### src/rtl/seg7_pair_decoder_pkg.sv
// -----------------------------------------------------------------------------
// seg7_pair_decoder_pkg
// Definitions shared by the seven-segment receive path and the display driver:
// segment patterns (bit6=A ... bit0=G, active-high), the decoder FSM state
// type and the default settle time.
// -----------------------------------------------------------------------------
package seg7_pair_decoder_pkg;

  localparam logic [6:0] SEG_0     = 7'b1111110;
  localparam logic [6:0] SEG_1     = 7'b0110000;
  localparam logic [6:0] SEG_2     = 7'b1101101;
  localparam logic [6:0] SEG_3     = 7'b1111001;
  localparam logic [6:0] SEG_4     = 7'b0110011;
  localparam logic [6:0] SEG_5     = 7'b1011011;
  localparam logic [6:0] SEG_6     = 7'b1011111;
  localparam logic [6:0] SEG_7     = 7'b1110000;
  localparam logic [6:0] SEG_8     = 7'b1111111;
  localparam logic [6:0] SEG_9     = 7'b1110011;
  localparam logic [6:0] SEG_BLANK = 7'b0000000;

  localparam int DEFAULT_STABLE_CYCLES = 16;

  typedef enum logic [1:0] {
    SETTLE,
    DECODE,
    HOLD
  } decodeState_t;

endpackage

### src/rtl/seg7_pair_decoder_digit_lookup.sv
// -----------------------------------------------------------------------------
// seg7_digit_lookup
// Purely combinational reverse lookup of one seven-segment pattern.
//   i_pattern    : segments A..G (bit6..bit0), active-high
//   i_allowBlank : when set, an all-off pattern is legal and reads as 0
//   o_digit      : decoded BCD digit (0 when illegal)
//   o_legal      : pattern is one of the shared digit encodings
// -----------------------------------------------------------------------------
module seg7_digit_lookup
  import seg7_pair_decoder_pkg::*;
(
  input  logic [6:0] i_pattern,
  input  logic       i_allowBlank,
  output logic [3:0] o_digit,
  output logic       o_legal
);

  // Exact-match table; anything not listed is reported illegal.
  always_comb begin
    o_digit = 4'd0;
    o_legal = 1'b1;
    case (i_pattern)
      SEG_0:     o_digit = 4'd0;
      SEG_1:     o_digit = 4'd1;
      SEG_2:     o_digit = 4'd2;
      SEG_3:     o_digit = 4'd3;
      SEG_4:     o_digit = 4'd4;
      SEG_5:     o_digit = 4'd5;
      SEG_6:     o_digit = 4'd6;
      SEG_7:     o_digit = 4'd7;
      SEG_8:     o_digit = 4'd8;
      SEG_9:     o_digit = 4'd9;
      SEG_BLANK: o_legal = i_allowBlank;
      default:   o_legal = 1'b0;
    endcase
  end

endmodule

### src/rtl/seg7_pair_decoder.sv
// -----------------------------------------------------------------------------
// seg7_pair_decoder
// Receives two asynchronous seven-segment buses, waits until both have been
// stable for STABLE_CYCLES samples, then reports the decoded two-digit value.
//   clock, reset : system clock, synchronous active-high reset
//   seg_msd_in   : tens-digit segments (blank allowed = leading zero)
//   seg_lsd_in   : units-digit segments
//   msd_out      : registered tens digit (BCD)
//   lsd_out      : registered units digit (BCD)
//   value_out    : registered msd*10 + lsd
//   valid_out    : one-cycle pulse, new legal value captured
//   error_out    : one-cycle pulse, stable but illegal pattern seen
// -----------------------------------------------------------------------------
module seg7_pair_decoder
  import seg7_pair_decoder_pkg::*;
#(
  parameter int STABLE_CYCLES = DEFAULT_STABLE_CYCLES,
  parameter int CNT_W         = 8
) (
  input  logic       clock,
  input  logic       reset,
  input  logic [6:0] seg_msd_in,
  input  logic [6:0] seg_lsd_in,
  output logic [3:0] msd_out,
  output logic [3:0] lsd_out,
  output logic [6:0] value_out,
  output logic       valid_out,
  output logic       error_out
);

  localparam logic [CNT_W-1:0] STABLE_C = CNT_W'(STABLE_CYCLES);

  // Both digits travel together as {msd, lsd} through the synchronizer.
  logic [13:0]      r_sync1;
  logic [13:0]      r_sync2;
  logic [13:0]      r_prev;
  logic [13:0]      r_lastRpt;
  logic             r_rptVld;
  logic [CNT_W-1:0] r_count;
  decodeState_t     r_state;

  logic             w_changed;
  logic [CNT_W-1:0] w_countNext;
  decodeState_t     w_stateNext;
  logic [3:0]       w_msdDigit;
  logic [3:0]       w_lsdDigit;
  logic             w_msdLegal;
  logic             w_lsdLegal;
  logic             w_isRepeat;
  logic             w_doValid;
  logic             w_doError;
  logic [6:0]       w_value;

  // Two-flop synchronizer plus a one-cycle history used for change detection.
  always_ff @(posedge clock) begin
    if (reset) begin
      r_sync1 <= '0;
      r_sync2 <= '0;
      r_prev  <= '0;
    end else begin
      r_sync1 <= {seg_msd_in, seg_lsd_in};
      r_sync2 <= r_sync1;
      r_prev  <= r_sync2;
    end
  end

  assign w_changed   = (r_sync2 != r_prev);
  assign w_countNext = w_changed ? '0 :
                       (r_count == STABLE_C) ? r_count : r_count + 1'b1;

  // Stability counter: restarts on any change and saturates at the target.
  always_ff @(posedge clock) begin
    if (reset) r_count <= '0;
    else       r_count <= w_countNext;
  end

  // Decode lookups work on r_prev, which holds the pattern that was counted.
  seg7_digit_lookup u_msdLookup (
    .i_pattern    (r_prev[13:7]),
    .i_allowBlank (1'b1),
    .o_digit      (w_msdDigit),
    .o_legal      (w_msdLegal)
  );

  seg7_digit_lookup u_lsdLookup (
    .i_pattern    (r_prev[6:0]),
    .i_allowBlank (1'b0),
    .o_digit      (w_lsdDigit),
    .o_legal      (w_lsdLegal)
  );

  // FSM state register.
  always_ff @(posedge clock) begin
    if (reset) r_state <= SETTLE;
    else       r_state <= w_stateNext;
  end

  // SETTLE leaves as the counter lands on the target so DECODE follows
  // immediately. HOLD also exits if the counter is not saturated, which
  // catches a change that slipped in during the DECODE cycle.
  always_comb begin
    w_stateNext = r_state;
    case (r_state)
      SETTLE: if (w_countNext == STABLE_C) w_stateNext = DECODE;
      DECODE: w_stateNext = HOLD;
      HOLD:   if (w_changed || (r_count != STABLE_C)) w_stateNext = SETTLE;
      default: w_stateNext = SETTLE;
    endcase
  end

  // Report decisions: a repeat of the last reported pattern stays silent.
  always_comb begin
    w_isRepeat = r_rptVld && (r_prev == r_lastRpt);
    w_doValid  = 1'b0;
    w_doError  = 1'b0;
    if ((r_state == DECODE) && !w_isRepeat) begin
      w_doValid = w_msdLegal && w_lsdLegal;
      w_doError = !(w_msdLegal && w_lsdLegal);
    end
  end

  // msd*10 as msd*8 + msd*2; digits never exceed 9 so 7 bits suffice.
  assign w_value = {w_msdDigit, 3'b000} + {2'b00, w_msdDigit, 1'b0} + {3'b000, w_lsdDigit};

  // Output and report-history registers.
  always_ff @(posedge clock) begin
    if (reset) begin
      msd_out   <= '0;
      lsd_out   <= '0;
      value_out <= '0;
      valid_out <= 1'b0;
      error_out <= 1'b0;
      r_lastRpt <= '0;
      r_rptVld  <= 1'b0;
    end else begin
      valid_out <= w_doValid;
      error_out <= w_doError;
      if (w_doValid) begin
        msd_out   <= w_msdDigit;
        lsd_out   <= w_lsdDigit;
        value_out <= w_value;
      end
      if (r_state == DECODE) begin
        r_lastRpt <= r_prev;
        r_rptVld  <= 1'b1;
      end
    end
  end

endmodule

### config.mk
export PLATFORM = sky130hd
export DESIGN_NAME = seg7_pair_decoder
export DESIGN_NICKNAME = d
export VERILOG_FILES = /design/src/rtl/seg7_pair_decoder_pkg.sv /design/src/rtl/seg7_pair_decoder_digit_lookup.sv /design/src/rtl/seg7_pair_decoder.sv
export SDC_FILE = /design/constraint.sdc
export NUM_CORES = 1
export LEC_CHECK = 0
export CAP_MARGIN = 20
export CORE_MARGIN = 2
export CORE_UTILIZATION = 30
export DETAILED_ROUTE_END_ITERATION = 7
export HOLD_SLACK_MARGIN = 0.1
export SLEW_MARGIN = 20
export SYNTH_ARGS = -nofsm -noshare
export SYNTH_HDL_FRONTEND = slang
export SYNTH_SLANG_ARGS = --single-unit
### constraint.sdc
create_clock -name clock -period 4.8 [get_ports clock]
set_clock_uncertainty 0.1 [all_clocks]
set_input_delay 0.96 -clock clock [delete_from_list [all_inputs] [get_ports clock]]
set_output_delay 0.96 -clock clock [all_outputs]
set_load 0.02 [all_outputs]
[After elaboration in Yosys (flattened, before gate mapping)]
Cells that the tools add are included.
W data, S select, Z words.
Storage, ports and cells
  output and inout port bits: 17
  memory bits (writable): 0
  flip-flop bits (word level): 84
  memory bits (read-only): 0
  bits in latches: 0
  memories: 0
  word-level logic and storage cells: 67
Operators by class
  bitwise gates (word level): 1
  order comparisons: 0
  shift-type cells: 0
  equality and inequality tests: 29
  mux-type cells: 10
  add/subtract/negate cells: 3
  div/mod/pow operators: 0
  $mul: 0
  reduce and logical (&&, ||, !) cells: 12
Operator list (count)
  $eq A7 B7 Y1 const B: 16
  $pmux W4 S9: 2
  $eq A7 B6 Y1 const B: 4
  $eq A8 B5 Y1 const B: 2
  $mux W8: 2
  $eq A14 B14 Y1: 1
  $ne A14 B14 Y1: 1
  $reduce_or A11 Y1: 1
  $reduce_or A10 Y1: 1
  $add A8 B1 Y8 const B: 1
  $ne A8 B5 Y1 const B: 1
  $add A7 B4 Y7: 1
  $add A7 B5 Y7: 1
  $logic_not A7 Y1: 1
  $pmux W2 S3: 1
  $mux W2: 2
  $ne A2 B2 Y1 const B: 2
  $logic_and A1 B1 Y1: 3
  $mux W1: 3
  $eq A2 B1 Y1 const B: 1
  $eq A2 B2 Y1 const B: 1
  $logic_not A1 Y1: 2
  $logic_not A2 Y1: 1
  $reduce_and A2 Y1: 1
  other kinds (3): 3

[Logic depth before layout (Yosys ltp)]
  word-level depth: 6
  gate-level depth with buffers: 14
  gate-level depth less buffers: 13

[By module]
A second synthesis with hierarchy kept.
Second synthesis, totals
  cells, all modules: 409
  area total of the unflattened synthesis: 3768.6 µm²
By module, submodules not included
  seg7_pair_decoder: seq. area each 1661.6 µm², area each 3305.7 µm², cells each 345, times used 1
  seg7_digit_lookup: seq. area each 0.0 µm², area each 231.5 µm², cells each 32, times used 2

[Least setup slack after synthesis]
No wires, ideal clock.
  path type: reg2reg
  from: reg r_prev[10]
  to: reg value_out[6]
  cell stages (with the launch flop): 15
  setup slack: 1.591 ns
  data required time: 4.630 ns
  setup time: 0.070 ns
  arrival time: 3.039 ns
  cell sequence: dfxtp_1 > buf_2 > xnor2_1 > a211oi_1 > a21oi_1 > nor3b_1 > inv_1 > fa_1 > inv_1 > fa_1 > a21o_1 > a21oi_1 > xnor2_1 > nand3_1 > a21oi_1
Between the ends
  elaborated cells between the ends (all ways): 22
RTL lines
  start, declared: RTL line seg7_pair_decoder.sv:36  | logic [13:0] r_prev;
  start signal, assigned: RTL line seg7_pair_decoder.sv:63  | r_prev <= r_sync2;
  $eq A7 B7 Y1 / $eq A7 B6 Y1 (equally long branches): RTL line seg7_pair_decoder_digit_lookup.sv:22  | case (i_pattern)
  $pmux W4 S9 (*): RTL line seg7_pair_decoder_digit_lookup.sv:22
  via u_msdLookup.o_digit[0]: RTL line seg7_pair_decoder_digit_lookup.sv:14  | output logic [3:0] o_digit,
  $add A7 B5 Y7 (*): RTL line seg7_pair_decoder.sv:123  | assign w_value = {w_msdDigit, 3'b000} + {2'b00, w_msdDigit, 1'b0} + {3'b000, w_lsdDigit};
  $add A7 B4 Y7 (*): RTL line seg7_pair_decoder.sv:123
  end signal, assigned: RTL line seg7_pair_decoder.sv:141  | value_out <= w_value;
  end, declared: RTL line seg7_pair_decoder.sv:26  | output logic [6:0] value_out,
The timed path passes the listed nets; every way through them passes the cells marked *.
A chain may end at the register's enable or synchronous reset.

[Worst setup path in the final report]
Ends and elaborated chain as after synthesis.

==> impl_metrics.json <==
{
  "status": "complete, no violations",
  "synthCells": 411,
  "clock_latency_ns": 0.33,
  "io_pins": 33,
  "syn_nets": 438,
  "fp.dieW_um": 116,
  "worst_pin_slew_ns": 1.01,
  "ant_nets": 0,
  "areaGrowthSynthToFinish_pct": 19.1,
  "vias": 2788,
  "worstPathArrival_ns": 3.79,
  "clk_pin_slew_ns": 0.06,
  "htree_levels": 3,
  "cts_hold_buf": 0,
  "drt-pass1-iter-count": 4,
  "rr_startpoint": "r_prev[10]",
  "dpl.cell_count": 582,
  "finalSetupTns_ns": 0,
  "final.min_clock_period_ns": 3.63,
  "r2r_slack_ns": 1.17,
  "fin_crit_sh_pct": 75.6,
  "synthTopCellsByCount": "83 x dfxtp_1, 45 x nor2b_1, 36 x a21oi_1, 36 x nand2_1, 28 x xnor2_1",
  "initial_core_util_pct": 30.9,
  "synth.cell_area_mm2": 0.00375,
  "power-per-cell-area_mw_per_mm2": 331,
  "cts_made_buffers": 9,
  "relSlewSlack_pct": 32.5,
  "synth-async-reset-ratio_pct": 0,
  "cp-start-kind": "register",
  "num_antenna_cells": 0,
  "cp_max_fo": 14,
  "viasPerCell": 4.66,
  "finalNetCount": 452,
  "min-delay-start": "r_sync1[7]",
  "cts_tree": "built",
  "leakage_uw": 0.00159,
  "timing.rr.end": "value_out[6]",
  "clockPowerShare_pct": 47.3,
  "synth-seq-cells": 83,
  "portBuffers": 32,
  "yosysMostFrequentCell": "dfxtp_1",
  "critPathKind": "reg -> reg",
  "switchingPower_uw": 311,
  "detail_route.wl_per_cell_um": 12.2,
  "yosysSeqAreaShare_pct": 44.4,
  "wl_um": 7310,
  "gr-usage-all-layers_pct": 11.7,
  "root_buffer": "clkbuf_16",
  "p_seq_share_pct": 48.7,
  "drtIter0Drc": 154,
  "cp.required_ns": 4.96,
  "fp.dieH_um": 116,
  "maxCapViolCount": 0,
  "grt_pass1_wl_um": 12400,
  "antenna_found_initial": 0,
  "place_hpwl_um": 5140,
  "row_count": 40,
  "grt_pass1_vias": 2631,
  "gp_congestion": 0.821,
  "report.final.setup_viol": 0,
  "vdd_drop_max_mv": 0.225,
  "overflow": 0,
  "p_total_uw": 1480,
  "holdPathStages": 1,
  "intPower_uw": 1170,
  "die_area_mm2": 0.0134,
  "fin_cells": 598,
  "postSynthAreaPerCell_um2": 9.11,
  "grt_max_degree": 48,
  "synth_top_flop_cell": "dfxtp_1",
  "synth-edff-count": 0,
  "p_comb_share_pct": 4.0,
  "ff2ff_path_depth": 13,
  "p_sw_share_pct": 21.0,
  "min_to": "r_sync2[7]",
  "yosys_warnings": 0,
  "end_kind": "register",
  "synth_top_cell_area_share_pct": 44.4,
  "yosys-top-cells-area": "dfxtp_1 44%, nor2b_1 7.5%, xnor2_1 6.5%, a21oi_1 4.8%, xor2_1 3.7%",
  "clock_sinks": 83,
  "final-hold-violation-count": 0,
  "ctsResizeCount": 0,
  "drcViolationCount": 0,
  "cts_buffer_depth": 2,
  "drive_above_1_share_pct": 6.74,
  "synthDistinctLibCells": 55,
  "core_mm2": 0.0121,
  "rsz0062_at_grt": "no",
  "finalMaxSlewViolations": 0,
  "postCtsSetupBuffers": 0,
  "synth_top_area_cell": "dfxtp_1",
  "hp-class": "reg -> reg",
  "fmax_ghz": 0.276
}
==> cells in the final DEF (no fill, tap or decap), types with 4 or more instances in the layout <==
cell type	n
nand2b_1	4
nand2_1	36
nor3b_1	4
nand4_1	8
nor3_1	12
nand3_1	15
clkdlybuf4s50_1	31
ha_1	9
nor2b_1	45
a21oi_1	36
xor2_1	16
o21ai_0	5
dfxtp_1	83
nor2_1	16
inv_1	8
o21ai_1	6
clkbuf_16	9
xnor2_1	28
==> critical path: stages, from the launching register on <==
cell      delay [ns]
dfxtp_1         0.65
xnor2_1         0.14
a211oi_1        0.24
a21oi_1         0.07
nor3b_1         0.41
inv_1           0.13
fa_1            0.55
inv_1           0.07
fa_1            0.46
a21o_1          0.20
a21oi_1         0.17
xnor2_1         0.13
nand3_1         0.09
a21oi_1         0.16
==> power by group through the flow <==
stage,Sequential (uW),Combinational (uW),Clock [uW]
2_1_floorplan,723,50.6,0
3_3_place_gp,734,59.4,0
3_5_place_dp,735,60.2,0
4_1_cts,719,60.5,718
5_1_grt,721,66.8,754
6_report,719,59.9,699
==> metrics by stage <==
step | area [um2] | setup WS (ns) | hold WS (ns) | utilization (%)
after floorplan | 3750 | 1.59 | 0.314 | -
after global placement | 4140 | 1.35 | 0.317 | 34.2
after detailed placement | 4140 | 1.22 | 0.323 | 34.2
after CTS | 4450 | 1.19 | 0.336 | 36.8
after global routing | 4460 | 0.879 | 0.354 | 36.8
final | 4460 | 1.17 | 0.335 | 36.8
==> area by class of cell <==
cell class / count / area (um2)
sequential: 83 / 1660
multi-input combinational: 289 / 1920
clock inverter: 5 / 58.8
timing repair buffer: 34 / 330
clock buffer: 11 / 253
tap: 168 / 210
fill: 1247 / 7650
inverter: 8 / 30.0
==> worst max-delay path by stage <==
stage               startpoint           end  slack (ns)  depth (start not counted)
floorplan           r_prev[10]  value_out[6]        1.59                         14
global placement    r_prev[10]  value_out[6]        1.35                         13
global route        r_prev[10]  value_out[6]        0.88                         13
CTS                 r_prev[10]  value_out[6]        1.19                         13
finish              r_prev[10]  value_out[6]        1.17                         13
detailed placement  r_prev[10]  value_out[6]        1.22                         13
==> state kept, by name (all words and copies together), names as in the netlist <==
| register | cells |
|---|---|
| r_rptVld | 1 |
| r_prev | 14 |
| error_out | 1 |
| value_out | 6 |
| r_count | 8 |
| r_state | 2 |
| msd_out | 4 |
| r_sync2 | 14 |
| r_sync1 | 14 |
| valid_out | 1 |
| r_lastRpt | 14 |
| lsd_out | 4 |
==> cells by family (layout without fill, tap and decap cells) <==
| kind of cell | count (synthesis) | after routing | synth area share, % |
|---|---|---|---|
| AO/OA/AOI/OAI | 70 | 70 | 12.0 |
| XOR/XNOR | 44 | 44 | 10.3 |
| adder cells (fa/ha/maj) | 11 | 11 | 4.07 |
| buffers and inverters | 39 | 58 | 4.68 |
| flip-flops | 83 | 83 | 44.4 |
| multiplexers | 3 | 3 | 0.835 |
| AND/OR/NAND/NOR | 161 | 161 | 23.8 |
==> routing by layer <==
layer | vias to the layer above | track usage [%] | part of all wire, %
met3 | 10 | 2.98 | 4.3
li1 | 1427 | - | -
met4 | 0 | 5.08 | 1.5
met1 | 1302 | 14.5 | 46
met2 | 49 | 19.2 | 48
met5 | - | 0 | 0
Power figures use the tool's default switching activity.
